### src/rtl/read_data_if.sv
// MEM-stage load bus between the pipeline/memory side (master) and read_data (slave).
// Load op encodings fall back to the core's usual values when the core defines are absent.
`ifndef EXE_LB_OP
`define EXE_LB_OP  8'b11100000
`endif
`ifndef EXE_LBU_OP
`define EXE_LBU_OP 8'b11100100
`endif
`ifndef EXE_LH_OP
`define EXE_LH_OP  8'b11100001
`endif
`ifndef EXE_LHU_OP
`define EXE_LHU_OP 8'b11100101
`endif
`ifndef EXE_LW_OP
`define EXE_LW_OP  8'b11100011
`endif

interface read_data_if;
  logic [7:0]  alucontrolM;
  logic [31:0] aluoutM;
  logic        validM;
  logic        flushM;
  logic        data_req;
  logic [31:0] data_addr;
  logic        data_ack;
  logic [31:0] data_rdata;
  logic [31:0] readdata_resultM;
  logic        load_done;
  logic        stallM;
  logic        adelM;

  modport master (
    output alucontrolM, aluoutM, validM, flushM, data_ack, data_rdata,
    input  data_req, data_addr, readdata_resultM, load_done, stallM, adelM
  );

  modport slave (
    input  alucontrolM, aluoutM, validM, flushM, data_ack, data_rdata,
    output data_req, data_addr, readdata_resultM, load_done, stallM, adelM
  );
endinterface

### src/rtl/read_data.sv
// Load unit: one word read per load, result registered on ack and flagged by load_done next cycle.
// stallM holds the pipeline until ack; READ_DATA_ADEL_EN traps misaligned LW/LH/LHU on adelM.
module read_data (
  input  logic       clk,
  input  logic       resetn,
  read_data_if.slave rd
);

  typedef enum logic [1:0] {IDLE, WAIT, DONE, DRAIN} state_t;

  state_t      r_state;
  state_t      w_next;
  logic [7:0]  r_op;
  logic [1:0]  r_off;
  logic [31:0] r_addr;
  logic [31:0] r_result;

  logic        w_is_lw, w_is_half, w_is_byte, w_is_load;
  logic        w_start, w_capture;
  logic        w_req, w_stall, w_done;
  logic [1:0]  w_off, w_sel_off;
  logic [7:0]  w_op;
  logic [15:0] w_half;
  logic [7:0]  w_byte;
  logic [31:0] w_extract;

  assign w_is_lw   = (rd.alucontrolM == `EXE_LW_OP);
  assign w_is_half = (rd.alucontrolM == `EXE_LH_OP) | (rd.alucontrolM == `EXE_LHU_OP);
  assign w_is_byte = (rd.alucontrolM == `EXE_LB_OP) | (rd.alucontrolM == `EXE_LBU_OP);
  assign w_is_load = w_is_lw | w_is_half | w_is_byte;

  // Offset bits a wider load cannot use are forced low, so a misaligned access reads its own word.
  assign w_off = {rd.aluoutM[1] & ~w_is_lw, rd.aluoutM[0] & w_is_byte};

`ifdef READ_DATA_ADEL_EN
  logic w_misaligned;
  assign w_misaligned = (w_is_lw & |rd.aluoutM[1:0]) | (w_is_half & rd.aluoutM[0]);
  assign w_start      = rd.validM & w_is_load & ~rd.flushM & ~w_misaligned;
  assign rd.adelM     = resetn & rd.validM & w_is_load & w_misaligned;
`else
  assign w_start  = rd.validM & w_is_load & ~rd.flushM;
  assign rd.adelM = 1'b0;
`endif

  always_comb begin
    w_next    = r_state;
    w_req     = 1'b0;
    w_stall   = 1'b0;
    w_done    = 1'b0;
    w_capture = 1'b0;
    case (r_state)
      IDLE: begin
        if (w_start) begin
          w_req     = 1'b1;
          w_capture = rd.data_ack;
          w_stall   = ~rd.data_ack;
          w_next    = rd.data_ack ? DONE : WAIT;
        end
      end
      WAIT: begin
        w_req   = 1'b1;
        w_stall = 1'b1;
        if (rd.data_ack) begin
          w_capture = 1'b1;
          w_next    = DONE;
        end else if (rd.flushM) begin
          w_next = DRAIN;
        end
      end
      DONE: begin
        w_done = 1'b1;
        w_next = IDLE;
      end
      DRAIN: begin
        w_stall = 1'b1;
        if (rd.data_ack) w_next = IDLE;
      end
      default: w_next = IDLE;
    endcase
  end

  // An immediate ack in IDLE has not latched op/offset yet, so extract from the live inputs.
  assign w_op      = (r_state == IDLE) ? rd.alucontrolM : r_op;
  assign w_sel_off = (r_state == IDLE) ? w_off : r_off;
  assign w_half    = w_sel_off[1] ? rd.data_rdata[31:16] : rd.data_rdata[15:0];

  always_comb begin
    w_byte = rd.data_rdata[7:0];
    case (w_sel_off)
      2'b01:   w_byte = rd.data_rdata[15:8];
      2'b10:   w_byte = rd.data_rdata[23:16];
      2'b11:   w_byte = rd.data_rdata[31:24];
      default: w_byte = rd.data_rdata[7:0];
    endcase
  end

  always_comb begin
    w_extract = rd.data_rdata;
    case (w_op)
      `EXE_LH_OP:  w_extract = {{16{w_half[15]}}, w_half};
      `EXE_LHU_OP: w_extract = {16'h0000, w_half};
      `EXE_LB_OP:  w_extract = {{24{w_byte[7]}}, w_byte};
      `EXE_LBU_OP: w_extract = {24'h000000, w_byte};
      default:     w_extract = rd.data_rdata;
    endcase
  end

  always_ff @(posedge clk) begin
    if (!resetn) begin
      r_state  <= IDLE;
      r_op     <= 8'h00;
      r_off    <= 2'b00;
      r_addr   <= 32'h0;
      r_result <= 32'h0;
    end else begin
      r_state <= w_next;
      if (r_state == IDLE && w_start) begin
        r_op   <= rd.alucontrolM;
        r_off  <= w_off;
        r_addr <= {rd.aluoutM[31:2], 2'b00};
      end
      if (w_capture) r_result <= w_extract;
    end
  end

  assign rd.data_req         = resetn & w_req;
  assign rd.stallM           = resetn & w_stall;
  assign rd.load_done        = resetn & w_done;
  assign rd.data_addr        = (r_state == IDLE) ? {rd.aluoutM[31:2], 2'b00} : r_addr;
  assign rd.readdata_resultM = r_result;

endmodule

### src/flat_wrapper.sv
// flat-port wrapper written by rule: the top's interface ports become plain ports
module read_data_flat 
  (clk, resetn, rd_alucontrolM, rd_aluoutM, rd_validM, rd_flushM, rd_data_ack, rd_data_rdata, rd_data_req, rd_data_addr, rd_readdata_resultM, rd_load_done, rd_stallM, rd_adelM);
  read_data_if rd_i ();
  input  logic clk;
  input  logic resetn;
  input wire logic [$bits(rd_i.alucontrolM)-1:0] rd_alucontrolM;
  input wire logic [$bits(rd_i.aluoutM)-1:0] rd_aluoutM;
  input wire logic [$bits(rd_i.validM)-1:0] rd_validM;
  input wire logic [$bits(rd_i.flushM)-1:0] rd_flushM;
  input wire logic [$bits(rd_i.data_ack)-1:0] rd_data_ack;
  input wire logic [$bits(rd_i.data_rdata)-1:0] rd_data_rdata;
  output wire logic [$bits(rd_i.data_req)-1:0] rd_data_req;
  output wire logic [$bits(rd_i.data_addr)-1:0] rd_data_addr;
  output wire logic [$bits(rd_i.readdata_resultM)-1:0] rd_readdata_resultM;
  output wire logic [$bits(rd_i.load_done)-1:0] rd_load_done;
  output wire logic [$bits(rd_i.stallM)-1:0] rd_stallM;
  output wire logic [$bits(rd_i.adelM)-1:0] rd_adelM;
  assign rd_i.alucontrolM = rd_alucontrolM;
  assign rd_i.aluoutM = rd_aluoutM;
  assign rd_i.validM = rd_validM;
  assign rd_i.flushM = rd_flushM;
  assign rd_i.data_ack = rd_data_ack;
  assign rd_i.data_rdata = rd_data_rdata;
  assign rd_data_req = rd_i.data_req;
  assign rd_data_addr = rd_i.data_addr;
  assign rd_readdata_resultM = rd_i.readdata_resultM;
  assign rd_load_done = rd_i.load_done;
  assign rd_stallM = rd_i.stallM;
  assign rd_adelM = rd_i.adelM;
  read_data u_core (.clk(clk), .resetn(resetn), .rd(rd_i));
endmodule
### config.mk
export PLATFORM = sky130hd
export DESIGN_NAME = read_data_flat
export DESIGN_NICKNAME = d
export VERILOG_FILES = /design/src/rtl/read_data_if.sv /design/src/rtl/read_data.sv /design/src/flat_wrapper.sv
export SDC_FILE = /design/constraint.sdc
export NUM_CORES = 1
export LEC_CHECK = 0
export CAP_MARGIN = 15
export CORE_MARGIN = 8
export CORE_UTILIZATION = 40
export DETAILED_ROUTE_END_ITERATION = 7
export PLACE_DENSITY = 0.79
export SLEW_MARGIN = 30
export SYNTH_ARGS = -nofsm -noshare
export SYNTH_HDL_FRONTEND = slang
export SYNTH_SLANG_ARGS = --single-unit
### constraint.sdc
create_clock -name clk -period 2.2 [get_ports clk]
set_input_delay 0.55 -clock clk [delete_from_list [all_inputs] [get_ports clk]]
set_output_delay 0.55 -clock clk [all_outputs]
set_load 0.03 [all_outputs]
; Word-level counts from Yosys, hierarchy flattened
; Cells that the tools add are included.
[totals]
ff_bits = 74
input_bits = 77
elab_cells = 61
[op_classes]
n_eq_ne = 18
muxes = 20
bitwise_logic = 14
n_reduce_logical = 4
[ops]
columns = op, n
row1 = one-hot mux 32 bit (4 select lines), 1
row2 = == test 8 bit (second input constant), 9
row3 = 2-to-1 mux 32 bit, 1
row4 = one-hot mux 8 bit (3 select lines), 1
row5 = 2-to-1 mux 16 bit, 1
row6 = 2-to-1 mux 2 bit, 6
row7 = == test 2 bit (second input constant), 4
row8 = 2-to-1 mux 8 bit, 1
row9 = one-hot mux 2 bit (4 select lines), 1
row10 = AND 1 bit, 7
row11 = one-hot mux 1 bit (2 select lines), 3
row12 = 2-to-1 mux 1 bit, 5
row13 = == test 2 x 1 -> 1 bit (second input constant), 2
row14 = OR 1 bit, 4
row15 = inequality test 3 bit (second input constant), 1
row16 = NOT 1 bit, 3
row17 = AND reduction 3 bit, 1
row18 = logical NOT 2 bit, 1
row19 = inequality test 2 x 1 -> 1 bit (second input constant), 1
row20 = inequality test 2 bit (second input constant), 1
row21 = OR reduction 2 bit, 1
row22 = logical AND 1 bit, 1

; Logic depth before layout (Yosys ltp)
; Gate-level depths: netlist of the first run.
[depth]
depth_word = 9
ltp_mapped = 10
ltp_nobuf = 6

; Worst setup path before layout of the first run
; Ideal clock, no wire load.
[synth_timing]
path_kind = input -> output
start = input rd_alucontrolM[2]
end = output rd_data_req
arrival_time_ns = 2.041
required_time_ns = 1.650
setup_slack_ns = -0.391
cell_stages = 4
n_path_buf = 0
cell_sequence = nand2b_1 a2111oi_2 nor2_1 nor3b_1
[synth_between]
elab_chain_len = 9
[synth_rtl]
columns = item, line_no
row1 = "start, declared", flat_wrapper.sv:7  ; input wire logic [$bits(rd_i.alucontrolM)-1:0] rd_alucontrolM;
row2 = == test 8 bit (no line), -
row3 = OR 1 bit, read_data.sv:28  ; assign w_is_half = (rd.alucontrolM == `EXE_LH_OP) | (rd.alucontrolM == `EXE_LHU_OP);
row4 = OR 1 bit, read_data.sv:30  ; assign w_is_load = w_is_lw | w_is_half | w_is_byte;
row5 = OR 1 bit *, read_data.sv:30
row6 = AND 1 bit * (2 in a row), read_data.sv:41  ; assign w_start = rd.validM & w_is_load & ~rd.flushM;
row7 = 2-to-1 mux 1 bit *, read_data.sv:53  ; if (w_start) begin
row8 = one-hot mux 1 bit (2 select lines) *, read_data.sv:51  ; case (r_state)
row9 = AND 1 bit *, read_data.sv:126  ; assign rd.data_req = resetn & w_req;
row10 = "end, declared", flat_wrapper.sv:13  ; output wire logic [$bits(rd_i.data_req)-1:0] rd_data_req;
; Mark *: on every way between the ends. The rest lies on a longest branch, timed or not.

; Worst setup path in the final report of the first run
[layout_timing]
start = input rd_alucontrolM[4]
end = output rd_stallM
[layout_between]
elab_chain_len = 9
[layout_rtl]
columns = item, line_no
row1 = == test 8 bit (no line), -
row2 = OR 1 bit, read_data.sv:28
row3 = OR 1 bit, read_data.sv:30
row4 = OR 1 bit *, read_data.sv:30
row5 = AND 1 bit * (2 in a row), read_data.sv:41
row6 = 2-to-1 mux 1 bit *, read_data.sv:53
row7 = one-hot mux 1 bit (2 select lines) *, read_data.sv:51
row8 = AND 1 bit *, read_data.sv:127  ; assign rd.stallM = resetn & w_stall;
row9 = "end, declared", flat_wrapper.sv:17  ; output wire logic [$bits(rd_i.stallM)-1:0] rd_stallM;
; Marked as above.

==> summary.txt, run 1 <==
Min path
  – Hold Crit Endpoint: u_core.r_addr[25]
  – Hold depth: 2
  – Hold wc startpoint: u_core.r_addr[25]
  – HP Class: reg2reg

Die
  – Core area: roughly 10000 sq um
  – Die Y: between 100 and 150 um
  – Top Ports: around 150
  – Site row count: 36
  – Die Area: 13,400 sq um
  – Die width: about 120 um
  – Initial Utilization: 0.411

Clock network
  – TritonCTS clock tree: yes
  – Later-pin clock latency in the skew report: between 0.3 and 0.4 ns
  – Clock buffers created by TritonCTS: 9
  – Clock transition at the registers of the reported paths: around 0.08 ns
  – H-tree levels: 3
  – Root Buffer Master: clkbuf_8
  – Clock Sinks: 74
  – Max Root-Sink Buffers: 2

Finish
  – Post-layout util: 0.636
  – FF+latch area: between 1000 and 1500 sq um
  – Share of cells above drive strength 1: 0.225
  – Antenna cell count: 0
  – Multi-input logic area: about 2400 sq um
  – Nets@finish: approximately 790
  – Area added between synthesis and finish: 54.7%
  – Fill count: roughly 860

Power
  – Pwr dens: approximately 480 nW/um^2
  – Worst VDD drop: between 200 and 250 uV
  – Combinational power share: 0.164
  – Net Switching: about 0.84 mW
  – Clock share of power: 0.383
  – Total internal power: 2.12 mW
  – Register share of total power: 0.453
  – Switching part of the total: 0.284
  – Power Total: between 2 and 3 mW
  – Leakage: around 2.4 nW

Global route
  – Total GRT Usage: 0.213
  – Largest net degree at the start of global routing: between 40 and 50
  – Initial antenna violation count: 0
  – Vias in the first global route: between 4,000 and 5,000
  – First-pass GRT wire length: about 23,000 um
  – GR Overflow Total: 0

Placed design
  – Input/output buffers: around 140
  – Post-DP HPWL: ~11,000 um
  – Final Wtd Congestion: 0.886

Drt
  – Drt drc: 0
  – Routed vias: 4,673
  – Drt initial violations: 301
  – Routed vias/inst: around 5.5
  – Initial DRT Pass Iterations: 5
  – Drt total wl: around 15,000 um
  – Final ANT Viol Nets: 0
  – WL/cell: about 18 um

STA
  – Worst setup margin: -0.0642 ns
  – Slew Limit Fails: 0
  – Final Hold Violating Endpoints: 0
  – Final Setup Violations: 2
  – Final period util: 1.03
  – Worst Skew: a little over 0.01 ns
  – RSZ-0062 raised after global routing: yes
  – Minimum clock period: between 2 and 2.5 ns
  – Setup TNS: -0.116 ns
  – Fmax: 442 MHz

Critical path
  – Critical path arrival: roughly 1.7 ns
  – CP startpoint kind: primary input
  – CP Class: in2out
  – R2r endpoint: u_core.rd.readdata_resultM[23]
  – R2R Setup Slk: between 0.1 and 0.15 ns
  – Worst EP required: 1.65 ns
  – CP endpoint kind: output port
  – Largest fanout on the critical path: 3
  – R2r worst-path depth: 7
  – Worst flop-to-flop path startpoint: u_core.r_state[1]

Synthesis
  – Syn Std Cell Area: between 3000 and 4000 sq um
  – Syn Inst Count: ~540
  – Syn Area/Cell: around 7.4 sq um
  – Synth Register Bits: 74
  – Syn. warnings: 0
  – Yosys cell types: 47
  – Post-synth EDFFs: 0
  – Post-synthesis sequential area ratio: 0.371
  – Main synth FF type: dfxtp_1
  – Asr flop ratio synth: 0

Job
  – Max_cap viols: 0

Outcome
  – Failing checks: setup timing
  – Status: finished, violations left
==> state kept, by name (all words and copies together) (netlist names) <==
name                        count
u_core.r_state                  2
u_core.r_off                    2
u_core.r_addr                  30
u_core.r_op                     8
u_core.rd.readdata_resultM     32
==> power by group through the flow <==
stage | clock network (mW) | registers (mW) | logic [mW]
3_5_place_dp | 0 | 1.38 | 0.469
6_report | 1.14 | 1.35 | 0.487
2_1_floorplan | 0 | 1.38 | 0.179
4_1_cts | 1.15 | 1.34 | 0.475
3_3_place_gp | 0 | 1.38 | 0.462
5_1_grt | 1.21 | 1.35 | 0.517
==> area by class of cell <==
type                    instances  area share
multi-input cells             417       0.393
repair buffers                199       0.301
flip-flops and latches         74       0.239
well taps                     133      0.0269
clock buffers                   9      0.0200
clock inverters                 7      0.0136
inverters                      10     0.00607
==> worst max path at each step <==
stage	slack [ns]	start	end
floorplan	-0.07	u_core.r_state[0]	u_core.rd.readdata_resultM[10]
global placement	-0.60	rd_alucontrolM[4]	rd_stallM
detailed placement	-0.67	rd_alucontrolM[7]	u_core.rd.readdata_resultM[15]
CTS	-0.09	rd_alucontrolM[4]	rd_data_req
global route	-0.14	rd_alucontrolM[4]	rd_stallM
finish	-0.06	rd_alucontrolM[4]	rd_stallM
==> kinds of logic after synthesis <==
logic type             Yosys count  synth area share
buffers and inverters           54            0.0642
multiplexers                    10            0.0254
AND/OR/NAND/NOR                216             0.230
flip-flops                      74             0.371
AO/OA/AOI/OAI                  188             0.309
other                            1          0.000938
==> routing by layer <==
metal,vias up,track usage,wire length [um]
met1,2238,0.235,6030
met5,-,0,0
met3,25,0.0703,1410
li1,2219,-,-
met4,0,0.0890,245
met2,191,0.367,7420
==> synth_stat cells (2+ instances only) <==
cell      instances  area share
a21boi_0         35       0.066
nor3b_1           5      0.0094
a21oi_1          56       0.070
nor4b_1           2      0.0044
buf_1             4      0.0038
o21ai_0          50       0.063
buf_6             5       0.014
dfxtp_1          74        0.37
and3_1            3      0.0047
nand2_1         172        0.16
o21ai_1           2      0.0025
clkbuf_1         30       0.028
a22oi_1           7       0.013
a221oi_1          9       0.020
mux2i_1           9       0.023
or4b_2            2      0.0050
inv_1            10      0.0094
nor2_1           16       0.015
o21a_1            5      0.0094
nand2b_1          2      0.0031
a211oi_1          2      0.0038
nand3_1           2      0.0025
a221oi_2          8       0.030
buf_4             4      0.0075
o32ai_1           7       0.015
==> through the flow <==
stage	worst slack [ns]	cells	hold slack [ns]	area (sq um)
floorplan	-0.0740	545	0.433	4030
global placement	-0.595	823	0.444	5720
detailed placement	-0.671	823	0.446	5720
CTS	-0.0902	845	0.467	6000
global route	-0.141	849	0.478	6190
finish	-0.0642	849	0.468	6190
==> critical path, stage by stage <==
cell	delay (ns)
buf_6	0.09
nand4b_1	0.25
a2111oi_4	0.24
buf_4	0.19
nor3b_2	0.15
o21a_2	0.13
buf_6	0.12
==> repair_timing <==
item                                    4_1_cts  5_1_grt
endpoints found under the setup margin       64       64
hold buffers                                  0        0
pin swaps                                     5        2
setup buffers                                 6        2
resized for setup                            55       26
gates cloned                                  0        2
==> cells in the final DEF (no fill, tap or decap), types with 9 or more instances in the layout <==
cell type	count
nand2_1	171
clkdlybuf4s50_1	96
buf_4	78
dfxtp_1	74
o21ai_0	48
a21oi_1	45
a21boi_0	35
nor2_1	14
a221oi_2	11
a21oi_2	11
inv_1	10
mux2i_1	9
clkbuf_8	9
buf_2	9
Power figures use the tool's default switching activity.
==> run 2: changes to the inputs <==
CELL_PAD_IN_SITES_DETAIL_PLACEMENT = 1   (was unset)
CELL_PAD_IN_SITES_GLOBAL_PLACEMENT = 1   (was unset)
CORE_MARGIN = 2   (was 8)
DONT_BUFFER_PORTS = 1   (was unset)
==> summary.txt, run 2 (synthesis results as in run 1) <==
Clock network
  – Later-pin clock latency in the skew report: 0.35 ns (about the same)
  – Clock Sinks: 74 (unchanged)
  – Clock transition at the registers of the reported paths: 0.08 ns (about the same)
  – H-tree levels: 3 (unchanged)
  – Root Buffer Master: clkbuf_8
  – Clock buffers created by TritonCTS: 9 (unchanged)
  – Max Root-Sink Buffers: 2 (unchanged)
  – TritonCTS clock tree: yes
  – CTS Hold Bufs: 0 (unchanged)

Critical path
  – Worst path cell trace: nand2b_1 > a2111oi_4 > buf_4 > nor3b_2 > o21a_2
  – Worst EP required: 1.65 ns (about the same)
  – CP delay by family, top: compound AO/OA/AOI/OAI gates
  – Slowest-stage cell, CP: a2111oi_4
  – CP endpoint kind: output port
  – Largest fanout on the critical path: 3 (unchanged)
  – CP startpoint kind: primary input
  – Critical path arrival: 1.68 ns (-0.03 ns)
  – Worst path bufs/invs: 1 (-2)
  – CP Class: in2out
  – CP max stage delay: 0.41 ns (+0.16 ns)

Die
  – Core area: 9730 sq um (unchanged)
  – Die width: 104 um (-10%)
  – Initial Utilization: 0.411 (unchanged)
  – Top Ports: 145 (unchanged)
  – Die Y: 104 um (-10%)
  – Die Area: 10,800 sq um (-20%)
  – Site row count: 36 (unchanged)

Finish
  – Nets@finish: 623 (-21%)
  – Antenna cell count: 0 (unchanged)
  – Area added between synthesis and finish: 17.1%
  – Share of cells above drive strength 1: 0.191 (-0.0343)
  – Post-route cell area: 4680 sq um (-24%)
  – Max reg flops: 32 (unchanged)
  – Commonest cells after routing, fill and taps aside: nand2_1, dfxtp_1, a21oi_1
  – Most common cell after layout, fill and taps aside: nand2_1

Drt
  – Final ANT Viol Nets: 0 (unchanged)
  – WL/cell: 18.7 um (+5.0%)
  – Drt initial violations: 193 (-36%)
  – Routed vias/inst: 5.75 (+4.4%)
  – Drt total wl: 12,800 um (-15%)
  – Routed vias: 3,931 (-16%)
  – Initial DRT Pass Iterations: 4 (-1)
  – Drt drc: 0 (unchanged)

STA
  – RSZ-0062 raised after global routing: yes
  – Worst hold slack: 0.266 ns (-0.201 ns)
  – Final period util: 1.01 (-0.0156)
  – Worst Skew: 0.0126 ns (+0.00220 ns)
  – Worst setup margin: -0.0299 ns (+0.0342 ns)
  – Worst Tran Pin Value: between 0.6 and 0.7 ns
  – Relative slew slack: 0.589
  – Final Setup Violations: 2 (unchanged)
  – Final Hold Violating Endpoints: 0 (unchanged)
  – Fmax: 448 MHz (+1.5%)
  – Slew Limit Fails: 0 (unchanged)
  – Minimum clock period: 2.23 ns (-0.0342 ns)

Power
  – Leakage: 1.70 nW (-30%)
  – Register share of total power: 0.488 (+0.035)
  – Total internal power: 2.09 mW (-1.8%)
  – Worst VDD drop: 293 uV (+19%)
  – Net Switching: 0.681 mW (-19%)
  – Switching part of the total: 0.246 (-0.0380)
  – Combinational power share: 0.076 (-0.088)
  – Pwr dens: 591 nW/um^2 (+23%)
  – Power Total: 2.77 mW (-6.7%)
  – Clock share of power: 0.436 (+0.053)

Job
  – Max_cap viols: 0 (unchanged)

Outcome
  – Failing checks: setup timing
  – Status: finished, violations left

Global route
  – GR Overflow Total: 0 (unchanged)
  – First-pass GRT wire length: 20,800 um (-10%)
  – Initial antenna violation count: 0 (unchanged)
  – Total GRT Usage: 0.234 (+0.0207)
  – Vias in the first global route: 4,075 (-14%)
  – Largest net degree at the start of global routing: 79 (+76%)

Min path
  – HP Class: in2reg

Placed design
  – Input/output buffers: 0 (-100%)
  – Placement Cell Area: 4270 sq um (-25%)
  – Final Wtd Congestion: 0.844 (-4.8%)
  – Post-DP HPWL: 9120 um (-13%)
## run 2: final timing paths
| kind | from | end | slack [ns] | cells after the start |
|---|---|---|---|---|
| hold / removal | rd_data_ack | u_core.r_state[0] | 0.27 | 1 |
| setup reg to reg | u_core.r_state[1] | u_core.rd.readdata_resultM[8] | 0.07 | 6 |
| hold reg to reg | u_core.r_addr[2] | u_core.r_addr[2] | 0.46 | 2 |
| setup / recovery | rd_flushM | rd_stallM | -0.03 | 5 |
## run 2: cell type report
class                   count  area [sq um]
flip-flops and latches     74          1480
fillers                  1211          5050
multi-input cells         417          2440
clock buffers              10           138
clock inverters             6          87.6
well taps                 133           166
repair buffers             34           329
inverters                  10          37.5
## run 2: power groups by stage
stage               sequential (mW)  combinational (mW)  clock [mW]
global route                   1.35               0.228        1.29
detailed placement             1.38               0.197           0
floorplan                      1.38               0.179           0
finish                         1.35               0.211        1.21
global placement               1.38               0.191           0
CTS                            1.35               0.202        1.23
## run 2: what timing repair did
action	CTS	global route
resized for setup	10	35
setup buffers	2	1
cloned	0	0
pin swaps	3	0
endpoints found under the setup margin	26	63
## run 2: metal layers
layer	track usage	vias to the layer above	part of all wire	wire length [um]
li1	-	1889	-	-
met1	0.266	1899	0.40	5080
met2	0.420	124	0.51	6550
met3	0.0733	19	0.073	934
met4	0.0666	0	0.017	212
met5	0	-	0	0
## run 2: stage by stage
stage                     setup slack (ns)  cells  setup TNS (ns)   util
final                              -0.0299    684         -0.0589  0.481
after global routing               -0.0970    684          -0.206  0.481
after CTS                         -0.00507    683        -0.00601  0.469
after detailed placement            -0.216    665           -5.32  0.439
after global placement              -0.161    665           -3.40  0.439
after floorplan                    -0.0740    545          -0.651      -
